`src/rtl/compare_seq_pkg.sv`:
```
// Shared definitions for the compare sequencer: FSM state encodings,
// result bit positions and the signed-mode switch code.
package compare_seq_pkg;

  typedef enum logic [1:0] {
    ST_A    = 2'b00,
    ST_B    = 2'b01,
    ST_CMP  = 2'b10,
    ST_SHOW = 2'b11
  } state_e;

  localparam int unsigned RES_EQ = 2;
  localparam int unsigned RES_GT = 1;
  localparam int unsigned RES_LT = 0;

  localparam logic [1:0] SIGNED_MODE = 2'b11;

endpackage

```
`src/rtl/compare_sequencer_key_pulse.sv`:
```
// Active-low push-button to one-cycle press pulse: 2-flop synchronizer,
// optional debounce counter, falling-edge detect.
// Build option: COMPARE_SEQ_DEBOUNCE_EN enables the debounce counter.
module key_pulse #(
  parameter int unsigned DEBOUNCE_CYCLES = 500000
) (
  input  logic clk,
  input  logic rst,
  input  logic key_n_i,
  output logic pulse_o
);

  // A zero-cycle debounce window has no meaning.
  if (DEBOUNCE_CYCLES == 0) begin : g_param_check
    $error("key_pulse: DEBOUNCE_CYCLES must be non-zero");
  end

  logic sync1_q, sync2_q;
  logic pulse_q, pulse_d;

  // Synchronizer; reset to the released level.
  always_ff @(posedge clk or posedge rst) begin
    if (rst) begin
      sync1_q <= 1'b1;
      sync2_q <= 1'b1;
    end else begin
      sync1_q <= key_n_i;
      sync2_q <= sync1_q;
    end
  end

`ifdef COMPARE_SEQ_DEBOUNCE_EN
  localparam int unsigned CntW = $clog2(DEBOUNCE_CYCLES + 1);
  localparam logic [CntW-1:0] CntMax = CntW'(DEBOUNCE_CYCLES);

  logic [CntW-1:0] cnt_q, cnt_d;

  // Count consecutive low samples, saturating; fire once on reaching the limit.
  always_comb begin
    cnt_d   = cnt_q;
    pulse_d = 1'b0;
    if (sync2_q) begin
      cnt_d = '0;
    end else if (cnt_q != CntMax) begin
      cnt_d   = cnt_q + 1'b1;
      pulse_d = (cnt_d == CntMax);
    end
  end

  // Debounce counter and registered pulse.
  always_ff @(posedge clk or posedge rst) begin
    if (rst) begin
      cnt_q   <= '0;
      pulse_q <= 1'b0;
    end else begin
      cnt_q   <= cnt_d;
      pulse_q <= pulse_d;
    end
  end
`else
  logic prev_q;

  // Falling edge of the synchronized key.
  always_comb begin
    pulse_d = prev_q & ~sync2_q;
  end

  // Edge-detect history and registered pulse.
  always_ff @(posedge clk or posedge rst) begin
    if (rst) begin
      prev_q  <= 1'b1;
      pulse_q <= 1'b0;
    end else begin
      prev_q  <= sync2_q;
      pulse_q <= pulse_d;
    end
  end
`endif

  assign pulse_o = pulse_q;

endmodule

```
`src/rtl/compare_sequencer.sv`:
```
// Button-driven sequencer for a 4-bit comparator: latch A, latch B and mode,
// compare in one registered step, then hold the result until re-armed.
// Build option: COMPARE_SEQ_DEBOUNCE_EN enables key debouncing in key_pulse.
module compare_sequencer
  import compare_seq_pkg::*;
#(
  parameter int unsigned DEBOUNCE_CYCLES = 500000
) (
  input  logic       clk,
  input  logic       rst,
  input  logic [3:0] data_sw,
  input  logic [1:0] mode_sw,
  input  logic       key_enter_n,
  input  logic       key_clear_n,
  output logic [3:0] op_a,
  output logic [3:0] op_b,
  output logic [3:0] mag_a,
  output logic [3:0] mag_b,
  output logic       neg_a,
  output logic       neg_b,
  output logic [2:0] result,
  output logic       result_valid,
  output logic [1:0] state_led
);

  logic enter_p, clear_p;

  key_pulse #(.DEBOUNCE_CYCLES(DEBOUNCE_CYCLES)) u_key_enter (
    .clk     (clk),
    .rst     (rst),
    .key_n_i (key_enter_n),
    .pulse_o (enter_p)
  );

  key_pulse #(.DEBOUNCE_CYCLES(DEBOUNCE_CYCLES)) u_key_clear (
    .clk     (clk),
    .rst     (rst),
    .key_n_i (key_clear_n),
    .pulse_o (clear_p)
  );

  state_e     state_q;
  logic [3:0] op_a_q, op_b_q;
  logic       mode_q;
  logic [2:0] result_q;
  logic       result_valid_q;

  logic signed [4:0] val_a, val_b;
  logic [2:0]        cmp_res;

  // Extend operands to 5-bit signed so one comparator serves both modes.
  always_comb begin
    val_a   = {mode_q & op_a_q[3], op_a_q};
    val_b   = {mode_q & op_b_q[3], op_b_q};
    cmp_res = '0;
    if (val_a == val_b) begin
      cmp_res[RES_EQ] = 1'b1;
    end else if (val_a > val_b) begin
      cmp_res[RES_GT] = 1'b1;
    end else begin
      cmp_res[RES_LT] = 1'b1;
    end
  end

  // Display magnitude/sign; -8 wraps to 4'h8 naturally.
  always_comb begin
    neg_a = mode_q & op_a_q[3];
    neg_b = mode_q & op_b_q[3];
    mag_a = neg_a ? (~op_a_q + 4'd1) : op_a_q;
    mag_b = neg_b ? (~op_b_q + 4'd1) : op_b_q;
  end

  // Sequencer FSM with operand, mode and result registers; clear beats enter.
  always_ff @(posedge clk or posedge rst) begin
    if (rst) begin
      state_q        <= ST_A;
      op_a_q         <= '0;
      op_b_q         <= '0;
      mode_q         <= 1'b0;
      result_q       <= '0;
      result_valid_q <= 1'b0;
    end else if (clear_p) begin
      state_q        <= ST_A;
      op_a_q         <= '0;
      op_b_q         <= '0;
      mode_q         <= 1'b0;
      result_q       <= '0;
      result_valid_q <= 1'b0;
    end else begin
      unique case (state_q)
        ST_A: begin
          if (enter_p) begin
            op_a_q  <= data_sw;
            state_q <= ST_B;
          end
        end
        ST_B: begin
          if (enter_p) begin
            op_b_q  <= data_sw;
            mode_q  <= (mode_sw == SIGNED_MODE);
            state_q <= ST_CMP;
          end
        end
        ST_CMP: begin
          result_q       <= cmp_res;
          result_valid_q <= 1'b1;
          state_q        <= ST_SHOW;
        end
        ST_SHOW: begin
          if (enter_p) begin
            result_q       <= '0;
            result_valid_q <= 1'b0;
            state_q        <= ST_A;
          end
        end
        default: state_q <= ST_A;
      endcase
    end
  end

  assign op_a         = op_a_q;
  assign op_b         = op_b_q;
  assign result       = result_q;
  assign result_valid = result_valid_q;
  assign state_led    = state_q;

endmodule

```
`config.mk`:
```
export PLATFORM = sky130hd
export DESIGN_NAME = compare_sequencer
export DESIGN_NICKNAME = d
export VERILOG_FILES = /design/src/rtl/compare_seq_pkg.sv /design/src/rtl/compare_sequencer_key_pulse.sv /design/src/rtl/compare_sequencer.sv
export SDC_FILE = /design/constraint.sdc
export NUM_CORES = 1
export LEC_CHECK = 0
export ABC_AREA = 1
export CAP_MARGIN = 20
export CORE_UTILIZATION = 42
export DETAILED_ROUTE_END_ITERATION = 12
export HOLD_SLACK_MARGIN = 0.08
export PLACE_DENSITY_LB_ADDON = 0.05
export SLEW_MARGIN = 25
export SYNTH_ARGS = -nofsm -noshare
export SYNTH_HDL_FRONTEND = slang
export SYNTH_SLANG_ARGS = --single-unit
```
`constraint.sdc`:
```
create_clock -name clk -period 1.2 [get_ports clk]
set_input_delay 0.18 -clock clk [delete_from_list [all_inputs] [get_ports clk]]
set_output_delay 0.18 -clock clk [all_outputs]
set_load 0.005 [all_outputs]
```
==> results.py <==
metrics = {
    "clocking": {
        "cts_buffers": 3,
        "worstSkewPairLatency_ns": 0.33,
        "cts_tree": "done",
        "root_buffer": "clkbuf_4",
        "hold_buffers": 0,
        "clock_sinks": 23,
        "cts.clk_slew.worst_paths_ns": 0.14,
        "clock_path_buffers": 2,
        "htreeDepth": 1,
    },
    "status": {
        "failed_checks": "setup timing",
        "status": "finished, violations left",
    },
    "detailed_routing": {
        "ant_nets": 0,
        "wire_per_inst_um": 14.2,
        "vias_per_cell": 5.02,
        "routed.top_layer": "met4",
        "vias": 1281,
        "drc_errors": 0,
        "routed_wl_um": 3610,
        "firstDrtPassIters": 4,
        "wl_met3_um": 92,
        "met1Wirelength_um": 1460,
        "drt_iter0_drc": 28,
        "route.met2.wl_um": 1940,
    },
    "synthesis": {
        "avgSynthCellArea_um2": 8.64,
        "synth_top_family_by_area": "simple AND/OR/NAND/NOR gates",
        "synth_compound_area_share_pct": 9.21,
        "muxShareOfSynthArea_pct": 0,
        "yosys.area_share.adder_pct": 10.1,
        "yosysSeqAreaShare_pct": 47.2,
        "synth_simple_gate_area_share_pct": 22.3,
        "ys_seq_elements": 23,
        "yosysWarningCount": 0,
        "synth-xor-area-share_pct": 1.42,
        "synth_area_um2": 1240,
        "synthCells": 143,
        "synth_cell_types": 22,
        "syn_nets": 163,
    },
    "sta": {
        "worst_pin_slew_ns": 0.217,
        "min_period_ns": 1.55,
        "hold_viol_final": 0,
        "final.period_utilization_pct": 130,
        "max_clock_freq_ghz": 0.643,
        "fin_ws_ns": -0.355,
        "hold_slack_ns": 0.150,
        "grt_setup_unrepaired": "true",
        "setup_viol": 20,
        "finalMaxSlewViolations": 0,
        "fin_worst_skew_ns": 0.0210,
        "slew_headroom_pct": 85.5,
        "setup_tns_ns": -3.32,
    },
    "setup_path": {
        "path_class": "flip-flop to output port",
        "startpoint_type": "flip-flop",
        "cp.required_ns": 1.02,
        "worstPathArrival_ns": 1.37,
        "cp-end-kind": "output port",
        "path_max_fanout": 4,
    },
    "global_route": {
        "grt_max_degree": 24,
        "grt.overflow.total": 0,
        "grt_pass1_vias": 1231,
        "grt_pass1_wl_um": 5470,
        "antenna_found_initial": 0,
        "grtUsageTotal_pct": 22.3,
    },
    "die": {
        "die_y_um": 56.3,
        "io_pins": 34,
        "die_w_um": 56.3,
        "initial_core_util_pct": 44.4,
        "die_area_um2": 3160,
        "core_area_um2": 2780,
        "rows": 19,
    },
    "placement": {
        "numPortBuffers": 33,
        "place_congestion": 0.741,
        "dp.cells": 229,
        "hpwl_um": 2080,
        "placement.setup.worst_slack_ns": -0.364,
    },
    "power": {
        "power.density_nw_per_um2": 1860,
        "report.power.total_mw": 4.25,
        "vdd_drop_max_mv": 1.93,
        "leakage_nw": 1.17,
    },
    "finish": {
        "drive_gt1_share_pct": 61.2,
        "instances_no_fill": 255,
        "diodes": 0,
        "final_nets": 245,
        "final.fill_count": 153,
        "area_growth_pct": 85.5,
    },
    "hold_path": {
        "hp-class": "input pin to asynchronous set/reset pin",
    },
    "run": {
        "max-cap-violations": 0,
    },
}
-- flip-flops by register name, summed over array words and instances (netlist names) --
| name | flops |
|---|---|
| u_key_enter.prev_q | 1 |
| state_led | 2 |
| op_a | 4 |
| result_valid | 1 |
| mode_q | 1 |
| u_key_clear.sync1_q | 1 |
| u_key_enter.sync1_q | 1 |
| result | 3 |
| u_key_enter.sync2_q | 1 |
| u_key_enter.pulse_o | 1 |
| u_key_clear.prev_q | 1 |
| u_key_clear.pulse_o | 1 |
| u_key_clear.sync2_q | 1 |
| op_b | 4 |
-- placed cells by master (no fill, tap or decap), types with 5 or more instances in the layout --
cell,n
buf_2,9
buf_4,25
buf_6,30
clkdlybuf4s50_1,9
dfrtp_1,16
dfstp_2,6
ha_4,9
inv_1,11
inv_2,7
inv_4,5
nand2_1,21
nand2_2,8
nand2_4,8
nand3_1,6
nand3_2,5
nor2_1,7
o21ai_1,6
-- area by class of cell --
class | instances | area (um^2) | share of cell area (%)
clock buffers | 3 | 22.5 | 0.982
clock inverters | 1 | 5.00 | 0.218
inverters | 25 | 116 | 5.07
multi-input cells | 92 | 793 | 34.6
flip-flops and latches | 23 | 584 | 25.5
well taps | 31 | 38.8 | 1.69
repair buffers | 80 | 733 | 32.0
-- through the flow --
step / util [%] / instance area, um^2
floorplan: - / 1250
global placement: 64.6 / 1800
detailed placement: 64.6 / 1800
CTS: 77.4 / 2150
global route: 82.5 / 2290
finish: 82.5 / 2290
-- per-layer routing --
layer / vias up / track usage [%]
li1: 609 / -
met1: 625 / 27.2
met2: 35 / 39.6
met3: 12 / 1.84
met4: 0 / 11.1
met5: - / 0
-- worst max-delay path, stage by stage (launching register included) --
cell	delay, ns
dfrtp_2	0.44
nand2_4	0.08
buf_6	0.12
nor2_4	0.07
xor2_1	0.18
buf_2	0.14
-- power by group --
group / switching, mW / total (mW) / internal [mW] / leakage [nW]
Sequential: 0.126 / 1.08 / 0.959 / 0.288
Clock: 0.241 / 0.366 / 0.125 / 0.0177
Combinational: 1.26 / 2.80 / 1.55 / 0.869
Total: 1.62 / 4.25 / 2.63 / 1.17
-- kinds of logic (layout without fill, tap and decap cells) --
family / count (synthesis) / in the layout
simple gates: 61 / 61
buf+inv: 28 / 109
flops: 23 / 23
compound gates: 19 / 19
fa+ha+maj: 10 / 10
xor+xnor: 2 / 2
-- cell usage after synthesis --
library cell,count,area share [%]
a21oi_1,3,1.2
inv_2,1,0.30
nor3_1,1,0.40
nand2_4,1,0.91
o21ai_2,2,1.4
inv_1,23,7.0
clkinv_4,1,0.71
o21ai_1,1,0.40
ha_1,10,10
buf_4,3,1.8
o22ai_2,1,1.0
nand3_1,9,3.6
xor2_1,2,1.4
nand2_1,35,11
dfrtp_1,17,34
nand3_2,3,2.4
a21oi_2,1,0.71
or2_4,1,0.71
dfstp_2,6,13
nor2_1,10,3.0
nand2_2,1,0.51
o21ai_0,11,4.5
-- final timing paths --
path	startpoint	end	slack (ns)	cells after the start
setup reg to reg	op_b[1]	result[0]	-0.23	11
setup / recovery	mode_q	mag_b[2]	-0.35	5
min in group clk	key_clear_n	u_key_clear.sync1_q	0.26	1
max in group asynchronous	rst	u_key_enter.sync1_q	0.81	3
hold / removal	rst	op_a[1]	0.15	3
hold reg to reg	u_key_enter.sync1_q	u_key_enter.sync2_q	0.34	0
-- what timing repair did --
item | CTS | global route
endpoints found under the setup margin | 30 | 33
gates resized for setup | 143 | 46
gates cloned | 0 | 0
buffers inserted | 21 | 9
pin swaps | 20 | 23
Power figures use the tool's default switching activity.
